===== src/rtl/repetition_pkg.sv =====
// Shared types and default widths for the repetition sequence monitor.
// Holds no logic of its own: only enums and width constants.
package repetition_pkg;

  localparam int CNT_W_DEF = 8;
  localparam int TO_W_DEF  = 8;
  localparam int MC_W_DEF  = 16;

  typedef enum logic {
    CONSECUTIVE = 1'b0,
    GOTO        = 1'b1
  } rep_kind_e;

  typedef enum logic [1:0] {
    IDLE  = 2'd0,
    ARMED = 2'd1,
    COUNT = 2'd2
  } state_e;

endpackage


===== src/rtl/sat_counter.sv =====
// Up-counter that sticks at all-ones; sync clear wins over enable.
// One-cycle update latency; no handshake, it counts whenever enabled.
module sat_counter #(
  parameter int WIDTH = 8
) (
  input  logic             clk,
  input  logic             rst,
  input  logic             clr,
  input  logic             en,
  output logic [WIDTH-1:0] q
);

  always_ff @(posedge clk) begin
    if (rst) begin
      q <= '0;
    end else if (clr) begin
      q <= '0;
    end else if (en && (q != '1)) begin
      q <= q + WIDTH'(1);
    end
  end

endmodule


===== src/rtl/repetition_seq_monitor.sv =====
// Runtime-configurable matcher for a[*N] and a ##1 b[->N]; registered match/fail pulses, 1-cycle latency.
// Config is accepted only in IDLE (cfg_ready); stop aborts an attempt without pulsing.
module repetition_seq_monitor
  import repetition_pkg::*;
#(
  parameter int CNT_W = CNT_W_DEF,
  parameter int TO_W  = TO_W_DEF,
  parameter int MC_W  = MC_W_DEF
) (
  input  logic             clk,
  input  logic             rst,
  input  logic             cfg_valid,
  output logic             cfg_ready,
  input  logic             cfg_kind,
  input  logic [CNT_W-1:0] cfg_count,
  input  logic [TO_W-1:0]  cfg_timeout,
  input  logic             stop,
  input  logic             a,
  input  logic             b,
  output logic             busy,
  output logic             match,
  output logic             fail,
  output logic [MC_W-1:0]  match_count
);

  state_e           state_q, state_d;
  rep_kind_e        kind_q;
  logic [CNT_W-1:0] n_q;
  logic [TO_W-1:0]  to_q;
  logic [CNT_W-1:0] rep_q, rep_d;
  logic             match_d, fail_d, load_cfg;
  logic [TO_W-1:0]  timer;
  logic             timer_clr;
  logic             last_rep, timed_out;

  assign last_rep  = (rep_q == n_q - CNT_W'(1));
  // timer holds edges-since-trigger minus one, so this fires on edge k+to_q
  assign timed_out = (to_q != '0) && (timer == to_q - TO_W'(1));

  always_comb begin
    state_d  = state_q;
    rep_d    = rep_q;
    match_d  = 1'b0;
    fail_d   = 1'b0;
    load_cfg = 1'b0;
    if (stop) begin
      state_d = IDLE;
      rep_d   = '0;
    end else begin
      case (state_q)
        IDLE: begin
          if (cfg_valid) begin
            load_cfg = 1'b1;
            state_d  = ARMED;
            rep_d    = '0;
          end
        end
        ARMED: begin
          if (kind_q == CONSECUTIVE) begin
            if (!a) begin
              rep_d = '0;
            end else if (last_rep) begin
              match_d = 1'b1;
              rep_d   = '0;
            end else begin
              rep_d = rep_q + CNT_W'(1);
            end
          end else if (a) begin
            state_d = COUNT;
            rep_d   = '0;
          end
        end
        COUNT: begin
          if (b && last_rep) begin
            match_d = 1'b1;
            state_d = ARMED;
            rep_d   = '0;
          end else if (timed_out) begin
            fail_d  = 1'b1;
            state_d = ARMED;
            rep_d   = '0;
          end else if (b) begin
            rep_d = rep_q + CNT_W'(1);
          end
        end
        default: begin
          state_d = IDLE;
          rep_d   = '0;
        end
      endcase
    end
  end

  always_ff @(posedge clk) begin
    if (rst) begin
      state_q <= IDLE;
      rep_q   <= '0;
      match   <= 1'b0;
      fail    <= 1'b0;
      kind_q  <= CONSECUTIVE;
      n_q     <= CNT_W'(1);
      to_q    <= '0;
    end else begin
      state_q <= state_d;
      rep_q   <= rep_d;
      match   <= match_d;
      fail    <= fail_d;
      if (load_cfg) begin
        kind_q <= rep_kind_e'(cfg_kind);
        n_q    <= (cfg_count == '0) ? CNT_W'(1) : cfg_count;
        to_q   <= cfg_timeout;
      end
    end
  end

  assign cfg_ready = (state_q == IDLE);
  assign busy      = (state_q != IDLE);

  // timer restarts on entry to COUNT and idles at zero elsewhere
  assign timer_clr = (state_q != COUNT) || (state_d != COUNT);

  sat_counter #(.WIDTH(TO_W)) u_timer (
    .clk (clk),
    .rst (rst),
    .clr (timer_clr),
    .en  (1'b1),
    .q   (timer)
  );

  sat_counter #(.WIDTH(MC_W)) u_match_count (
    .clk (clk),
    .rst (rst),
    .clr (1'b0),
    .en  (match_d),
    .q   (match_count)
  );

endmodule

===== config.mk =====
export PLATFORM = sky130hd
export DESIGN_NAME = repetition_seq_monitor
export DESIGN_NICKNAME = d
export VERILOG_FILES = /design/src/rtl/repetition_pkg.sv /design/src/rtl/sat_counter.sv /design/src/rtl/repetition_seq_monitor.sv
export SDC_FILE = /design/constraint.sdc
export NUM_CORES = 1
export LEC_CHECK = 0
export CELL_PAD_IN_SITES_DETAIL_PLACEMENT = 1
export CELL_PAD_IN_SITES_GLOBAL_PLACEMENT = 2
export CORE_UTILIZATION = 35
export CTS_BUF_LIST = sky130_fd_sc_hd__clkbuf_8
export DETAILED_ROUTE_END_ITERATION = 12
export GPL_TIMING_DRIVEN = 0
export PLACE_DENSITY = 0.88
export SLEW_MARGIN = 20
export SYNTH_ARGS = -nofsm -noshare
export SYNTH_HDL_FRONTEND = slang
export SYNTH_SLANG_ARGS = --single-unit

===== constraint.sdc =====
create_clock -name clk -period 8.65 [get_ports clk]
set_input_delay 0.865 -clock clk [delete_from_list [all_inputs] [get_ports clk]]
set_output_delay 0.865 -clock clk [all_outputs]
set_load 0.02 [all_outputs]

==> results.toml <==
[layout]
drive_gt1_share_pct = 4.773
stdcell_count = 524
finalNetCount = 452
area_growth_pct = 21.35
antenna_cells = 0
fin_util_pct = 43.70

[global_route]
grt_pass1_vias = 2834
antenna_found_initial = 0
grt_max_degree = 16
grt_pass1_wl_mm = 13.10
grt_use_total_pct = 18.78
gr-total-overflow = 0

[outcome]
outcome = "finished, final reports clean"

[power]
p_leak_nw = 1.260
pwr_density_cell_nw_per_um2 = 129.6
peakVddDrop_v = 0.00006697

[sta]
fin_crit_ns = 3.679
hold-worst-slack_ns = 0.4940
hold_viol_final = 0
max_slew.worst_pin.slew_ns = 0.9665
setup_viol = 0
drv_slew = 0
post-route-period-util_pct = 42.53
slew_headroom_pct = 35.07
fmax_mhz = 271.8
fin_setup_tns_ns = 0
rsz0062_at_grt = "no"
skew_ns = 0.01394

[flow_run]
cap_violations = 0

[route]
detail-route-antenna-nets = 0
drc = 0
dr.pass1.iters = 4
routed_wl_mm = 7.647
wl_per_cell_um = 14.59
dr_total_vias = 2755
drt_iter0_drc = 65
avgViaCountPerCell = 5.258

[yosys]
synth_cells = 371
synth_cell_type_count = 54
syn_area_sq_um = 2959
synth_top_area_share_pct = 35.86
async_reset_ff_share_pct = 0
ys_seq_elements = 53
syn-num-nets = 404
ys_warn_count = 0
yosysMostFrequentCell = "dfxtp_1"
ys.flop_type = "dfxtp_1"
yosysTopAreaCell = "dfxtp_1"
synth_area_per_cell_sq_um = 7.976
synth-edff-count = 0
ys_seq_area_share_pct = 35.86
ys_top_cells_by_area = "dfxtp_1 36%, xnor2_1 6.5%, nand2_1 6.3%, nor2_1 5.5%, a21oi_1 4.6%"
synth_commonest_cells = "53 x dfxtp_1, 50 x nand2_1, 43 x nor2_1"

[setup_path]
cpPeakStageDelay_ns = 0.74
crit_path_end_kind = "flop"
crit_slowest_cell = "a311oi_1"
crit_fanout = 8
cp_cell_sequence = "inv_1 -> ha_1 -> clkbuf_1 -> o21ba_2 -> a221oi_1 -> a41oi_1 -> nor4_1 -> nand2_1 -> a311oi_1 -> nor2_1 -> a221o_1"
critical_path_class = "flop to flop"
crit_required_ns = 8.86
startpoint_type = "flop"
arrival_ns = 3.89

[clock_network]
path_clk_slew_ns = 0.11
insertion_delay_ns = 0.32
cts_setup_buffers = 0
ctsHoldBuffers = 0
cts_tree = "built"
cts_buffers = 5
clock_sinks = 53
cts_buffer_depth = 2
ctsHtreeMaxLevel = 2
clockRootBuffer = "clkbuf_8"
cts_resized = 0

[floorplan]
initial_utilization_pct = 36.01
die_x_um = 93.95
die_area_sq_um = 8827
core_sq_um = 8217
rows = 33
io_pins = 43
die_y_um = 93.95

[placed_design]
dp_hpwl_mm = 5.894
gp_congestion = 0.7957
dp.cells = 517
io_buffers = 41

[min_path]
hold_class = "flop to flop"
[power breakdown]
part	total, mW	internal [mW]	leakage (nW)	switching (mW)
registers	0.253	0.248	0.429	0.00507
logic	0.0625	0.0291	0.788	0.0333
clock network	0.150	0.0636	0.0433	0.0863
total	0.465	0.341	1.26	0.125
[layer usage]
layer | up-vias | track usage [%] | part of all wire [%]
met4 | 0 | 5.256 | 1.4
met3 | 10 | 3.236 | 2.7
li1 | 1383 | - | -
met5 | - | 0 | 0
met1 | 1326 | 23.47 | 47
met2 | 36 | 32.91 | 49
[cell type report]
class / instances / area (sq um)
fillers: 1022 / 4626
multi-input cells: 287 / 1780
flip-flops and latches: 53 / 1061
repair buffers: 41 / 410.4
well taps: 105 / 131.4
clock buffers: 6 / 82.58
inverters: 17 / 63.81
plain buffers: 14 / 53.80
clock inverters: 1 / 7.507
[registers in the layout, indices dropped and copies added, names as in the netlist]
signal / flops
u_match_count.q: 16
kind_q: 1
u_timer.q: 8
match: 1
to_q: 8
rep_q: 8
state_q: 2
fail: 1
n_q: 8
[critical path: cells and delay by family, from the launching register on]
family	cells	cell delay [ns]
AOI/OAI and AO/OA	5	1.74
and+or+nand+nor	3	0.90
DFF	1	0.45
buffers and inverters	2	0.29
adders and majority gates	1	0.19
[through the flow]
stage / setup WS (ns) / instance area (sq um) / total power [mW]
global route: 4.691 / 3591 / 0.4844
finish: 4.971 / 3591 / 0.4654
CTS: 4.968 / 3591 / 0.4711
detailed placement: 4.975 / 3501 / 0.3219
floorplan: 5.664 / 2959 / 0.2980
global placement: 5.072 / 3501 / 0.3199
[cell usage in the layout (no fill, tap or decap), drive strengths merged, types with 10 or more instances in the layout]
cell	synthesis	final
dfxtp	53	53
clkbuf	12	18
nor2	43	43
xor2	14	14
xnor2	22	22
a21oi	27	27
clkdlybuf4s50	0	41
nor3	16	16
nand2	50	50
ha	10	10
nand3	19	19
inv	17	17
[kinds of logic (layout without fill, tap and decap cells)]
logic type / Yosys count / count (layout) / share of synthesized area [%]
AO/OA/AOI/OAI: 64 / 64 / 15.39
XOR/XNOR: 36 / 36 / 10.66
adder cells (fa/ha/maj): 10 / 10 / 4.228
buffers and inverters: 31 / 79 / 3.974
flip-flops: 53 / 53 / 35.86
multiplexers: 2 / 2 / 0.6766
AND/OR/NAND/NOR: 175 / 175 / 29.22
[worst paths after layout]
path                             start  slack [ns]                    end  cells past startpoint
setup / recovery  to_q[0]$_SDFFE_PP0P_        4.97  rep_q[7]$_SDFFE_PP0P_                     11
hold / removal    to_q[5]$_SDFFE_PP0P_        0.49   to_q[5]$_SDFFE_PP0P_                      2
setup reg to reg  to_q[0]$_SDFFE_PP0P_        4.97  rep_q[7]$_SDFFE_PP0P_                     11
hold reg to reg   to_q[5]$_SDFFE_PP0P_        0.49   to_q[5]$_SDFFE_PP0P_                      2
Note: power is estimated with default switching activity, not from simulation.
